**src/rtl/dft_pkg.sv**
```systemverilog
`default_nettype none
// +----------------------------------------------------------------------------+
// | Package     : dft_pkg                                                      |
// | Description : Shared types and helpers for the DFT twiddle multiplier:     |
// |               complex Q1.15 sample type, Q1.15 limits, FSM state encoding  |
// |               and a 33-bit to 16-bit signed saturator.                     |
// | Revision    : 1.0  initial release                                         |
// +----------------------------------------------------------------------------+
package dft_pkg;

  // Complex Q1.15 value; re occupies the upper half of the packed word.
  typedef struct packed {
    logic signed [15:0] re;
    logic signed [15:0] im;
  } cplx_t;

  localparam logic [15:0]        Q15_ONE = 16'h7FFF;
  localparam logic signed [15:0] Q15_MIN = 16'sh8000;

  typedef enum logic [1:0] {
    IDLE  = 2'd0,
    RUN   = 2'd1,
    DRAIN = 2'd2
  } state_t;

  // Clamp a 33-bit signed value into the Q1.15 range [-32768, 32767].
  function automatic logic signed [15:0] sat16(input logic signed [32:0] v);
    if (v > 33'sd32767) begin
      return 16'sh7FFF;
    end else if (v < -33'sd32768) begin
      return Q15_MIN;
    end else begin
      return v[15:0];
    end
  endfunction

endpackage
`default_nettype wire

```
**src/rtl/dft_twiddle_rom.sv**
```systemverilog
`default_nettype none
// +----------------------------------------------------------------------------+
// | Module      : dft_twiddle_rom                                              |
// | Description : Synchronous twiddle ROM. Entry p holds                       |
// |               {cos(2*pi*p/N), -sin(2*pi*p/N)} in Q1.15, rounded to nearest |
// |               and clamped to [-32767, 32767].                              |
// | Ports       : clk  - rising-edge clock                                     |
// |               addr - phase index [LOG2N-1:0]                               |
// |               data - registered twiddle (cplx_t), valid the cycle after    |
// | Revision    : 1.0  initial release                                         |
// +----------------------------------------------------------------------------+
module dft_twiddle_rom
  import dft_pkg::*;
#(
  parameter int N     = 16,
  parameter int LOG2N = 4
) (
  input  logic             clk,
  input  logic [LOG2N-1:0] addr,
  output cplx_t            data
);

  // pi scaled by 2^30; all table arithmetic is 64-bit fixed point at 2^30.
  localparam longint PI_FX = 64'sd3373259426;

  function automatic logic signed [15:0] to_q15(input longint v);
    longint r;
    longint lim;
    lim = longint'(Q15_ONE);
    r   = (v + (64'sd1 <<< 14)) >>> 15;
    if (r > lim) begin
      r = lim;
    end else if (r < -lim) begin
      r = -lim;
    end
    return r[15:0];
  endfunction

  // Taylor series over the first quadrant, then quadrant symmetry. Ten terms
  // keep the error far below one Q1.15 LSB for angles under pi/2.
  function automatic cplx_t tw_entry(input int p);
    longint theta;
    longint x2;
    longint term;
    longint s_fx;
    longint c_fx;
    longint cos_fx;
    longint sin_fx;
    int     quarter;
    int     q;
    int     quad;
    cplx_t  e;
    quarter = N / 4;
    q       = p % quarter;
    quad    = p / quarter;
    theta   = (64'sd2 * PI_FX * longint'(q)) / longint'(N);
    x2      = (theta * theta) >>> 30;
    s_fx    = 64'sd0;
    term    = theta;
    for (int i = 1; i <= 10; i++) begin
      s_fx = s_fx + term;
      term = -(((term * x2) >>> 30) / longint'((2 * i) * (2 * i + 1)));
    end
    c_fx = 64'sd0;
    term = 64'sd1 <<< 30;
    for (int i = 1; i <= 10; i++) begin
      c_fx = c_fx + term;
      term = -(((term * x2) >>> 30) / longint'((2 * i - 1) * (2 * i)));
    end
    case (quad)
      0:       begin cos_fx =  c_fx; sin_fx =  s_fx; end
      1:       begin cos_fx = -s_fx; sin_fx =  c_fx; end
      2:       begin cos_fx = -c_fx; sin_fx = -s_fx; end
      default: begin cos_fx =  s_fx; sin_fx = -c_fx; end
    endcase
    e.re = to_q15(cos_fx);
    e.im = to_q15(-sin_fx);
    return e;
  endfunction

  cplx_t w_table [N];

  for (genvar p = 0; p < N; p++) begin : g_rom
    localparam cplx_t ENTRY = tw_entry(p);
    assign w_table[p] = ENTRY;
  end

  always_ff @(posedge clk) begin
    data <= w_table[addr];
  end

endmodule
`default_nettype wire

```
**src/rtl/dft_twiddle_mult.sv**
```systemverilog
`default_nettype none
// +----------------------------------------------------------------------------+
// | Module      : dft_twiddle_mult                                             |
// | Description : Multiplies each sample of a frame by W_N^(k*n) for one bin k |
// |               and streams rounded, saturated products to a downstream     |
// |               accumulator. A zero word at frame start clears it.           |
// | Ports       : clk, nrst (sync, active-low)                                 |
// |               start, bin_k            - frame launch and bin index         |
// |               in_valid/in_data/in_ready - sample stream, {re,im} Q1.15     |
// |               out_data/out_ce/out_last  - product stream                   |
// |               busy, done              - frame status                       |
// | Revision    : 1.0  initial release                                         |
// +----------------------------------------------------------------------------+
module dft_twiddle_mult
  import dft_pkg::*;
#(
  parameter int N     = 16,
  parameter int LOG2N = 4
) (
  input  logic             clk,
  input  logic             nrst,
  input  logic             start,
  input  logic [LOG2N-1:0] bin_k,
  input  logic             in_valid,
  input  logic [31:0]      in_data,
  output logic             in_ready,
  output logic [31:0]      out_data,
  output logic             out_ce,
  output logic             out_last,
  output logic             busy,
  output logic             done
);

  localparam logic [LOG2N-1:0] LAST_CNT = LOG2N'(N - 1);

  state_t           r_state;
  state_t           w_state_next;
  logic [LOG2N-1:0] r_k;
  logic [LOG2N-1:0] r_phase;
  logic [LOG2N-1:0] r_cnt;
  logic             w_start_ok;
  logic             w_accept;

  // Pipeline: S1 sample + ROM word, S2 partial products, then output register.
  logic               r_s1_valid;
  logic               r_s1_last;
  cplx_t              r_s1_x;
  cplx_t              w_tw;
  logic               r_s2_valid;
  logic               r_s2_last;
  logic signed [31:0] r_ac;
  logic signed [31:0] r_bd;
  logic signed [31:0] r_ad;
  logic signed [31:0] r_bc;

  logic signed [32:0] w_re_sum;
  logic signed [32:0] w_im_sum;
  logic signed [32:0] w_re_rnd;
  logic signed [32:0] w_im_rnd;
  logic [31:0]        w_prod;
  logic [31:0]        w_result;

  assign w_start_ok = (r_state == IDLE) && start;
  assign w_accept   = in_valid && in_ready;

  always_comb begin
    w_state_next = r_state;
    in_ready     = 1'b0;
    busy         = (r_state != IDLE);
    case (r_state)
      IDLE: begin
        if (start) begin
          w_state_next = RUN;
        end
      end
      RUN: begin
        in_ready = 1'b1;
        if (in_valid && (r_cnt == LAST_CNT)) begin
          w_state_next = DRAIN;
        end
      end
      DRAIN: begin
        // out_last marks the final product leaving the pipeline.
        if (out_last) begin
          w_state_next = IDLE;
        end
      end
      default: begin
        w_state_next = IDLE;
      end
    endcase
  end

  dft_twiddle_rom #(
    .N     (N),
    .LOG2N (LOG2N)
  ) u_rom (
    .clk  (clk),
    .addr (r_phase),
    .data (w_tw)
  );

  // Control and valid bits: all cleared by reset so in-flight products vanish.
  always_ff @(posedge clk) begin
    if (!nrst) begin
      r_state    <= IDLE;
      r_k        <= '0;
      r_phase    <= '0;
      r_cnt      <= '0;
      r_s1_valid <= 1'b0;
      r_s1_last  <= 1'b0;
      r_s2_valid <= 1'b0;
      r_s2_last  <= 1'b0;
      out_ce     <= 1'b0;
      out_last   <= 1'b0;
      out_data   <= '0;
      done       <= 1'b0;
    end else begin
      r_state <= w_state_next;
      if (w_start_ok) begin
        r_k     <= bin_k;
        r_phase <= '0;
        r_cnt   <= '0;
      end else if (w_accept) begin
        r_phase <= r_phase + r_k;
        r_cnt   <= r_cnt + 1'b1;
      end
      r_s1_valid <= w_accept;
      r_s1_last  <= w_accept && (r_cnt == LAST_CNT);
      r_s2_valid <= r_s1_valid;
      r_s2_last  <= r_s1_last;
      out_ce     <= r_s2_valid;
      out_last   <= r_s2_valid && r_s2_last;
      // Zero word clears the accumulator; otherwise hold between products.
      if (w_start_ok) begin
        out_data <= '0;
      end else if (r_s2_valid) begin
        out_data <= w_result;
      end
      done <= (r_state == DRAIN) && out_last;
    end
  end

  // Datapath registers carry no reset; the valid bits qualify them.
  always_ff @(posedge clk) begin
    r_s1_x <= in_data;
    r_ac   <= r_s1_x.re * w_tw.re;
    r_bd   <= r_s1_x.im * w_tw.im;
    r_ad   <= r_s1_x.re * w_tw.im;
    r_bc   <= r_s1_x.im * w_tw.re;
  end

  assign w_re_sum = {r_ac[31], r_ac} - {r_bd[31], r_bd};
  assign w_im_sum = {r_ad[31], r_ad} + {r_bc[31], r_bc};
  assign w_re_rnd = (w_re_sum + 33'sd16384) >>> 15;
  assign w_im_rnd = (w_im_sum + 33'sd16384) >>> 15;
  assign w_prod   = {sat16(w_re_rnd), sat16(w_im_rnd)};

  // A zero product would read as a clear downstream; nudge im by one LSB.
  assign w_result = (w_prod == 32'd0) ? 32'd1 : w_prod;

endmodule
`default_nettype wire

```
**config.mk**
```make
export PLATFORM = sky130hd
export DESIGN_NAME = dft_twiddle_mult
export DESIGN_NICKNAME = d
export VERILOG_FILES = /design/src/rtl/dft_pkg.sv /design/src/rtl/dft_twiddle_rom.sv /design/src/rtl/dft_twiddle_mult.sv
export SDC_FILE = /design/constraint.sdc
export NUM_CORES = 2
export LEC_CHECK = 0
export CAP_MARGIN = 20
export CORE_MARGIN = 2
export CORE_UTILIZATION = 60
export CTS_CLUSTER_SIZE = 24
export DETAILED_ROUTE_END_ITERATION = 6
export GPL_ROUTABILITY_DRIVEN = 0
export MAX_ROUTING_LAYER = met4
export PLACE_DENSITY = 0.78
export SYNTH_ARGS = -nofsm -noshare
export SYNTH_HDL_FRONTEND = slang
export SYNTH_SLANG_ARGS = --single-unit
```
**constraint.sdc**
```tcl
create_clock -name clk -period 7.5 [get_ports clk]
set_clock_uncertainty 0.1 [all_clocks]
set_input_delay 0.75 -clock clk [delete_from_list [all_inputs] [get_ports clk]]
set_output_delay 0.75 -clock clk [all_outputs]
set_load 0.1 [all_outputs]
```
== Word level (Yosys, flattened, before mapping) ==
Memories as Yosys holds them, arrays and structs flattened. A register that Yosys moved wholly into a read port is not among the register bits.
Index checks and enable logic that the tools add are counted.
Word-level totals
  register bits: 213
  bits in read-only memories: 512
  input port bits: 40
  output and inout bits: 37
  word-level logic and storage cells: 62
  memories: 1
Cells by class
  add/sub/neg operators: 6
  $mul: 4
  $lt $le $gt $ge: 4
  equal/unequal tests: 6
  muxes and demuxes: 10
  bitwise logic cells: 2
  reductions and logical operators: 11
Memories
  (name not given): depth 16, bits a word 32, read ports 1, clocked after Yosys merged registers in 1, wr ports 0, RTL line dft_twiddle_rom.sv:89  | data <= w_table[addr];
Operators by type and width (number)
  multiplier 16 x 16 -> 32 bit: 4
  adder 33 x 16 -> 33 bit, second input constant: 2
  two-way mux 16 bit: 4
  > comparator 18 x 16 -> 1 bit, second input constant: 2
  less-than comparator 18 x 16 -> 1 bit, second input constant: 2
  adder 32 x 32 -> 33 bit: 1
  subtractor 32 x 32 -> 33 bit: 1
  logical NOT 32 bit: 1
  two-way mux 32 bit: 1
  logical AND 1 bit: 6
  two-way mux 2 bit: 3
  inequality test 2 bit, second input constant: 3
  case mux 2 bit (3 select lines): 1
  inverter 4 -> 5 bit: 1
  adder 4 x 1 -> 4 bit, second input constant: 1
  adder 4 bit: 1
  equality test 4 bit, second input constant: 1
  AND reduction 3 bit: 1
  equality test 2 x 1 -> 1 bit, second input constant: 1
  equality test 2 bit, second input constant: 1
  logical NOT 2 bit: 1
  nonzero test 2 bit: 1
  OR reduction 2 bit: 1
  two-way mux 1 bit: 1
  inverter 1 bit: 1

== Depth between registers and ports, before layout ==
  depth after elaboration: 7
  depth in mapped cells: 26
  depth with buffers taken out: 25

== Cells and area by module ==
A second synthesis with hierarchy kept.
Second synthesis, totals
  cell total of the unflattened synthesis: 5281
  area, all modules: 48808.1 um^2
By module, submodules not included
  dft_twiddle_mult: instances 1, cells each 5164, area an instance 47714.5 um^2, sequential area each 4264.1 um^2
  dft_twiddle_rom: instances 1, cells each 117, area an instance 1093.5 um^2, sequential area each 480.5 um^2

== Least setup slack after synthesis ==
No wires, ideal clock.
  path type: register to register
  start point: reg r_s1_x[15] in the netlist's numbering
  end point: reg r_bc[31]
  setup time: 0.072 ns
  data arrival time: 6.356 ns
  required time: 7.328 ns
  setup slack: 0.972 ns
  cell stages (with the launch flop): 24
  buffers on the path: 1
  clock period less this slack: 6.528 ns
  cells stage by stage: dfxtp_1 > clkbuf_1 > nand2_1 > inv_1 > fa_1 > inv_1 > fa_1 > inv_1 > fa_1 > fa_1 > fa_1 > inv_1 > fa_1 > inv_1 > ha_1 > a21o_1 > a21oi_1 > o21ai_0 > a31o_2 > or4_1 > a311oi_1 > o21bai_1 > a21oi_1 > xnor2_1
Between the ends
  cells in the longest elaborated chain, start to end: 1
Ends and longest elaborated chain
  from (decl): RTL line dft_twiddle_mult.sv:47  | cplx_t r_s1_x;
  from (signal assigned): RTL line dft_twiddle_mult.sv:146  | r_s1_x <= in_data;
  multiplier 16 x 16 -> 32 bit: RTL line dft_twiddle_mult.sv:150  | r_bc <= r_s1_x.im * w_tw.re;
  to (signal assigned): RTL line dft_twiddle_mult.sv:150
  to (decl): RTL line dft_twiddle_mult.sv:54  | logic signed [31:0] r_bc;
Every way passes these cells.
A chain may end at the register's enable or synchronous reset.

== Worst setup path after layout ==
  start point: reg, netlist name u_rom.data[17]
  end point: reg r_ac[30]
Between the ends
  cells in the longest elaborated chain, start to end: 1
Ends and longest elaborated chain
  multiplier 16 x 16 -> 32 bit: RTL line dft_twiddle_mult.sv:147  | r_ac <= r_s1_x.re * w_tw.re;
  to (signal assigned): RTL line dft_twiddle_mult.sv:147
  to (decl): RTL line dft_twiddle_mult.sv:51  | logic signed [31:0] r_ac;
Every way passes these cells.

==> summary.txt <==
First-pass GRT wire length - 197 mm
Relative slew margins - 0.299
Nets - 6731
Starting Density - 0.605
Hold Fails Final Rpt - 0
Fin crit period - 7.19 ns
Cells after Synth - 5117
Routed WL - 121 mm
Final ANT Viol Nets - 0
Largest net degree at the start of global routing - 41
Root Buffer - clkbuf_16
Top cell type's share of synthesized area - 0.436
Flops & latches, synth - 237
Total GRT Usage - 0.319
Initial detailed-routing violation count - 2820
# hold bufs at CTS - 0
Outcome - completed
Critical Path Sink Type - flip-flop
Async set-reset flop share out of synthesis - 0
Row count - 103
Setup Fix Bufs, Post-CTS - 0
Post-synth top cells - 1291 x inv_1, 1038 x fa_1, 561 x nand2_1
Worst EP required - 7.94 ns
Highest Clock Rate - 139 MHz
Synth-to-layout area growth - 7.34%
IO Port Bufs - 76
Worst Path Arrival - 7.63 ns
Primary FF master, synth - dfxtp_1
Worst skew pair latency - 0.63 ns
Die H - 286 microns
Synth area leaders - fa_1 44%, ha_1 12%, inv_1 10%
Max cap viols - 0
IO Count - 77
Final setup viols - 0
Distinct cells, synth - 90
Die ar. - 81700 sq um
Vias per cell - 5.56
Syn Std Cell Area - 47600 sq um
Syn avg cell area - 9.31 sq um
CTS max path bufs - 3
Post-DP HPWL - 103 mm
CTS HTree Levels - 1
Worst Path Max Fanout - 23
Setup TNS - 0 ns
Via count - 34900
Syn_nets - 6660
Max-slew violation total from the final report - 0
Clk sink count - 237
Hold Crit Class - flip-flop to flip-flop
Yosys top cell by area - fa_1
Vias in the first global route - 37000
CP Launch Type - flip-flop
Chip width - 286 microns
Critical path type - flip-flop to flip-flop
EDFF count, synth - 0
RSZ-0062 raised after global routing - false
Initial antenna violation count - 8
Count leader, synth - inv_1
Fillers - 6225
Core area - 78700 sq um
Remaining DRCs - 0
Period utilization - 0.959
CTS tree - yes
Slew @ Worst Pin - 1.05 ns
DRT Pass-1 Iters - 6
Post-synthesis sequential area ratio - 0.0996
Ys Warns - 0
Share of cells above drive strength 1 - 0.0466
WL/cell - 19.3 microns
Clock slew at reported path FFs - 0.07 ns
Cts bufs inserted - 31
Total gr overflow - 0
==> path summary, 6_finish.rpt <==
path | from | end | slack, ns | cells past startpoint
setup / recovery | u_rom.data[17]$_DFF_P_ | r_ac[30]$_DFF_P_ | 0.31 | 22
hold / removal | r_s1_last$_SDFF_PN0_ | r_s2_last$_SDFF_PN0_ | 0.34 | 1
setup reg to reg | u_rom.data[17]$_DFF_P_ | r_ac[30]$_DFF_P_ | 0.31 | 22
hold reg to reg | r_s1_last$_SDFF_PN0_ | r_s2_last$_SDFF_PN0_ | 0.34 | 1
==> kinds of logic after synthesis <==
family,share of synthesized area
buffers and inverters,0.115
DFF,0.0996
and+or+nand+nor,0.125
adders and majority gates,0.558
xor gates and xnor gates,0.0313
AOI/OAI and AO/OA,0.0686
muxes,0.00289
==> metal layers <==
| layer | global-route usage | vias to the layer above | part of all wire |
|---|---|---|---|
| li1 | - | 15600 | - |
| met1 | 0.419 | 17400 | 0.39 |
| met2 | 0.496 | 1552 | 0.47 |
| met3 | 0.0573 | 321 | 0.094 |
| met4 | 0.127 | 0 | 0.047 |
| met5 | - | - | 0 |
==> per-stage QoR <==
step	hold WS (ns)	util	cell area [sq um]	std cells	worst slack, ns
global route	0.353	0.649	51100	6270	0.0370
finish	0.340	0.649	51100	6270	0.306
global placement	0.318	0.636	50100	6204	0.519
floorplan	0.312	-	47600	5117	0.972
detailed placement	0.323	0.636	50100	6204	0.407
CTS	0.336	0.649	51100	6262	0.307
==> what timing repair did <==
action	4_1_cts	5_1_grt
endpoints found under the hold margin	0	0
gates resized for setup	0	3
endpoints found under the setup margin	0	1
==> worst max-delay path: stages (launching register included) <==
cell and delay (ns):
dfxtp_1 0.60, buf_4 0.43, nand2_1 0.15, fa_1 0.52, fa_1 0.55, inv_1 0.06
fa_1 0.50, inv_1 0.06, fa_1 0.54, inv_1 0.05, fa_1 0.49, fa_1 0.42
ha_1 0.37, a21oi_1 0.09, nand2_1 0.15, nor2_1 0.06, a31oi_1 0.16, nand2_1 0.12
o31ai_1 0.56, a31oi_1 0.31, a31o_2 0.29, o31ai_1 0.31, xor2_1 0.18
==> cell usage in the layout, fill, tap and decap left out, drive strengths merged, types with 9 or more instances in the layout <==
| cell type | n |
|---|---|
| nand2 | 562 |
| and2 | 261 |
| or3 | 12 |
| a31oi | 21 |
| o22ai | 10 |
| nand2b | 49 |
| o21a | 27 |
| clkbuf | 34 |
| o21ai | 98 |
| xor2 | 33 |
| fa | 1038 |
| clkdlybuf4s50 | 76 |
| nor3 | 51 |
| mux2i | 10 |
| a21o | 44 |
| a21oi | 144 |
| nor2 | 170 |
| o21bai | 22 |
| nand4 | 13 |
| o31ai | 11 |
| nor2b | 25 |
| ha | 465 |
| a211oi | 41 |
| o211ai | 20 |
| dfxtp | 237 |
| or2 | 9 |
| nand3 | 39 |
| xnor2 | 137 |
| buf | 125 |
| and3 | 21 |
| inv | 1304 |
==> flip-flops by register name (all words and copies together) (netlist names) <==
register and count:
r_phase 4, out_data 32, r_bd 32, r_s1_valid 1, r_cnt 4, r_s1_last 1
r_ac 32, r_s1_x 32, r_state 2, out_ce 1, out_last 1, r_s2_valid 1
r_ad 32, r_s2_last 1, u_rom.data 24, done 1, r_k 4, r_bc 32
==> final cells by class <==
| type | instances | area [sq um] | area share |
|---|---|---|---|
| flip-flops and latches | 237 | 4750 | 0.0929 |
| well taps | 1050 | 1310 | 0.0257 |
| clock buffers | 34 | 807 | 0.0158 |
| clock inverters | 24 | 230 | 0.00450 |
| diodes | 7 | 17.5 | 0.000343 |
| multi-input cells | 3424 | 37400 | 0.732 |
| repair buffers | 201 | 1730 | 0.0339 |
| inverters | 1293 | 4850 | 0.0949 |
Power is not shown: default switching activity piles up to over one toggle a cycle in this logic, so the estimate is an artifact.
